## config.mk

```make
export PLATFORM = sky130hd
export DESIGN_NAME = fifo_write_arbiter
export DESIGN_NICKNAME = d
export VERILOG_FILES = /design/src/rtl/fifo_write_arbiter.sv
export SDC_FILE = /design/constraint.sdc
export NUM_CORES = 1
export LEC_CHECK = 0
export CORE_MARGIN = 2
export CORE_UTILIZATION = 40
export DETAILED_ROUTE_END_ITERATION = 7
export PLACE_DENSITY = 0.86
export SETUP_SLACK_MARGIN = 0.3
export SLEW_MARGIN = 20
export SYNTH_ARGS = -nofsm -noshare
export SYNTH_HDL_FRONTEND = slang
export SYNTH_SLANG_ARGS = --single-unit
export TNS_END_PERCENT = 1
```

## constraint.sdc

```tcl
create_clock -name w_clk -period 4.2 [get_ports w_clk]
set_input_delay 0.63 -clock w_clk [delete_from_list [all_inputs] [get_ports w_clk]]
set_output_delay 0.63 -clock w_clk [all_outputs]
set_load 0.01 [all_outputs]
```

## src/rtl/fifo_write_arbiter.sv

```systemverilog
// Purpose : round-robin arbiter sharing one FIFO write port among NUM_REQ producers, with a burst cap per grant.
// Latency : zero; gnt/w_en/data_in are combinational and the word is written at the same w_clk edge.
// Backpr. : full=1 withholds every grant and freezes owner/burst_cnt, so w_en is never raised into a full FIFO.
//
// Ports:
//   w_clk, wrst         write-domain clock, synchronous active-high reset
//   req, req_data       per-requester request and word (slice i*DATA_SIZE +: DATA_SIZE)
//   full                FIFO full flag
//   gnt, w_en, data_in  one-hot grant, FIFO write enable, granted word (0 when idle)
//   owner, burst_cnt    last granted requester and words written in its current burst
//   busy, word_count    burst in progress; saturating total of words written
module fifo_write_arbiter #(
  parameter int NUM_REQ   = 4,
  parameter int DATA_SIZE = 8,
  parameter int MAX_BURST = 4,
  localparam int OW = $clog2(NUM_REQ),
  localparam int BW = $clog2(MAX_BURST + 1)
) (
  input  logic                           w_clk,
  input  logic                           wrst,
  input  logic [NUM_REQ-1:0]             req,
  input  logic [NUM_REQ*DATA_SIZE-1:0]   req_data,
  input  logic                           full,
  output logic [NUM_REQ-1:0]             gnt,
  output logic                           w_en,
  output logic [DATA_SIZE-1:0]           data_in,
  output logic [OW-1:0]                  owner,
  output logic [BW-1:0]                  burst_cnt,
  output logic                           busy,
  output logic [15:0]                    word_count
);

  typedef enum logic {IDLE = 1'b0, BURST = 1'b1} state_t;

  state_t        state_q, state_d;
  logic [OW-1:0] owner_q, owner_d;
  logic [BW-1:0] burst_cnt_q, burst_cnt_d;
  logic [15:0]   word_count_q, word_count_d;

  logic          cont;
  logic          found;
  logic [OW-1:0] winner;
  logic [OW-1:0] idx;
  logic [OW-1:0] gnt_idx;
  logic          grant_vld;

  // Grant selection. The search starts one past the current owner and wraps,
  // so the owner itself is the last candidate considered.
  always_comb begin
    cont   = (state_q == BURST) && req[owner_q] && (burst_cnt_q < BW'(MAX_BURST));
    found  = 1'b0;
    winner = owner_q;
    idx    = owner_q;
    for (int k = 1; k <= NUM_REQ; k++) begin
      idx = OW'((int'(owner_q) + k) % NUM_REQ);
      if (!found && req[idx]) begin
        found  = 1'b1;
        winner = idx;
      end
    end
    gnt_idx   = cont ? owner_q : winner;
    grant_vld = !wrst && !full && (cont || found);
  end

  assign gnt     = grant_vld ? (NUM_REQ'(1) << gnt_idx) : '0;
  assign w_en    = grant_vld;
  assign data_in = grant_vld ? req_data[int'(gnt_idx)*DATA_SIZE +: DATA_SIZE] : '0;

  // Next-state. A stall (full, no grant) holds everything so the burst
  // resumes with the same owner and count once full clears.
  always_comb begin
    state_d      = state_q;
    owner_d      = owner_q;
    burst_cnt_d  = burst_cnt_q;
    word_count_d = word_count_q;
    if (grant_vld) begin
      if (cont) begin
        burst_cnt_d = burst_cnt_q + BW'(1);
      end else begin
        // Also taken when the owner wins again: that starts a fresh burst.
        owner_d     = winner;
        burst_cnt_d = BW'(1);
        state_d     = BURST;
      end
      if (word_count_q != 16'hFFFF) begin
        word_count_d = word_count_q + 16'd1;
      end
    end else if (!full) begin
      state_d     = IDLE;
      burst_cnt_d = '0;
    end
  end

  // Owner resets to the last index so requester 0 is first in line.
  always_ff @(posedge w_clk) begin
    if (wrst) begin
      state_q      <= IDLE;
      owner_q      <= OW'(NUM_REQ - 1);
      burst_cnt_q  <= '0;
      word_count_q <= '0;
    end else begin
      state_q      <= state_d;
      owner_q      <= owner_d;
      burst_cnt_q  <= burst_cnt_d;
      word_count_q <= word_count_d;
    end
  end

  assign owner      = owner_q;
  assign burst_cnt  = burst_cnt_q;
  assign busy       = (state_q == BURST);
  assign word_count = word_count_q;

endmodule

```

==> results.cfg <==
[timing]
drv_slew = 0
final-hold-violation-count = 0
relSlewSlack_pct = 71.5
max_freq_mhz = 266
hold_slack_ps = 507
tns_ps = 0
setup_viol = 0
rsz0062_at_grt = yes
fin_skew_ps = 6.40
tightestPinTransition_ps = 423
min_period_ps = 3760
finalCritPeriodShare_pct = 89.6

[cts]
numCtsBuffers = 3
clock-sinks = 22
cts_tree = built
clockBufferDepth = 2
cts_resized = 0
hold_buffers = 0
htreeDepth = 1
cts_setup_buffers = 0
path_clk_slew_ps = 70
clock-root-buffer = clkbuf_8
worstSkewPairLatency_ps = 260

[worst_setup_path]
crit_type = primary input to output port
cp_data_required_time_ps = 3570
cp_max_fo = 12
r2r_setup_slack_ps = 2120
worst_setup_path_start_kind = primary input
arrival_ps = 3130
worstRegToRegCells = 7
end_kind = output port

[floorplanning]
die_y_um = 64.7
fp.dieW_um = 64.7
dieArea_sq_um = 4180
pin_count = 74
start_util_pct = 40.8
rows = 22
core_sq_um = 3610

[power_and_ir_drop]
total_power_mw = 0.580
p_per_area_nw_per_um2 = 250
ir_drop_mv = 0.185
power.leakage_nw = 0.872

[synth]
synthesis.nets = 220
synth_edf_count = 0
syn_area_sq_um = 1470
avgSynthCellArea_sq_um = 8.22
ys_seq_area_share_pct = 29.9
async_reset_ff_share_pct = 0
synth.yosys.warnings = 0
synthFlopType = dfxtp_1
yosys_register_bits = 22
yosysUniqueCellTypes = 43
syn_inst = 179

[hold_path]
hold_depth = 2
min_path_type = flip-flop to flip-flop

[cells_and_area]
drive_above_1_share_pct = 6.80
area_growth_pct = 57.3
final_net_count = 292
antenna_cells = 0
fill_cells = 328

[route]
viasPerCell = 5.26
wire_per_inst_um = 13.6
dr.first_iter.drc_count = 57
dr.pass1.iters = 4
drcViolationCount = 0
wirelength_mm = 4.05
ant_nets = 0
num_vias = 1566

[grt]
grt_pass1_vias = 1510
overflow = 0
antenna_found_initial = 0
grt_max_degree = 23
grtUsageTotal_pct = 19.7
grt_pass1_wl_mm = 6.65

[job]
maxCapViolations = 0

[placed_design]
io_buffer_count = 73
place_hpwl_mm = 3.13
place.gp.congestion = 0.751

[outcome]
status = complete, no violations
## path summary, 6_finish.rpt
kind / from / endpoint
worst min-delay path: busy / busy
worst max-delay path: req[1] / data_in[5]
worst min register to register: busy / busy
worst max register to register: word_count[0] / word_count[3]
## layout make-up
class | instances | area [sq um] | share of cell area [%]
flip-flops and latches | 22 | 440 | 19.0
multi-input cells | 144 | 983 | 42.5
well taps | 48 | 60.1 | 2.59
repair buffers | 76 | 756 | 32.6
inverters | 4 | 20.0 | 0.865
clock buffers | 4 | 55.1 | 2.38
## sequential cells by signal, indices dropped and copies added (netlist names)
signal	count
busy	1
owner	2
burst_cnt	3
word_count	16
## kinds of logic after synthesis
group	count (synthesis)	synth area share, %
muxes	21	14.4
and+or+nand+nor	74	25.3
buffers and inverters	13	4.85
adders and majority gates	2	1.70
AOI/OAI and AO/OA	34	16.1
DFF	22	29.9
xor gates and xnor gates	13	7.74
## routing by layer
| layer | wire (um) | track usage (%) |
|---|---|---|
| met5 | 0 | 0 |
| met3 | 409 | 6.08 |
| met2 | 1960 | 37.5 |
| met4 | 31 | 4.79 |
| met1 | 1650 | 20.9 |
## power by group
group	total [mW]	leakage, nW	internal [mW]	switching [mW]
Combinational	0.207	0.664	0.118	0.0883
Sequential	0.226	0.178	0.214	0.0121
Clock	0.147	0.0288	0.0834	0.0637
Total	0.580	0.872	0.415	0.164
## layout by cell type (no fill, tap or decap), drive strengths merged, types with 2 or more instances in the layout
master         count
and2               2
o31a               2
dfxtp             22
a21oi              7
nor4               2
ha                 2
xor2               7
a211oi             3
nor2              31
xnor2              6
or3                3
nand3              7
mux2i             20
nor3               3
buf                3
and4               2
a32oi              2
nand2b             2
clkbuf             4
o21ai              6
clkdlybuf4s50     72
nand4              4
o22ai              8
inv                3
nand2             12
and3               2
## worst max-delay path, cell delays in order
cell and delay [ps]:
clkdlybuf4s50_1 590, nand2_1 90, and4_1 220, o21ba_1 220, o32ai_4 290, buf_4 260, mux2i_1 230, o22ai_1 100
clkdlybuf4s50_1 490
## through the flow
stage                     util [%]  cell area [sq um]  setup WS, ps  std cells
final                         64.2               2310           436        298
after global routing          64.2               2310           298        298
after CTS                     64.0               2310           310        298
after detailed placement      62.5               2250           311        294
after global placement        62.5               2250           409        294
after floorplan                  -               1470          1450        179
## cells in the mapped netlist, types with 3 or more instances
cell,n,area (sq um)
a211oi_1,3,22.5
a21oi_1,7,35.0
clkbuf_1,4,15.0
dfxtp_1,22,440
mux2i_1,20,200
nand2_1,12,45.0
nand3_1,6,30.0
nand4_1,4,25.0
nor2_1,31,116
nor3_1,3,15.0
o21ai_0,5,25.0
o22ai_1,8,50.1
xnor2_1,6,52.6
xor2_1,7,61.3
Note: power is estimated with default switching activity, not from simulation.
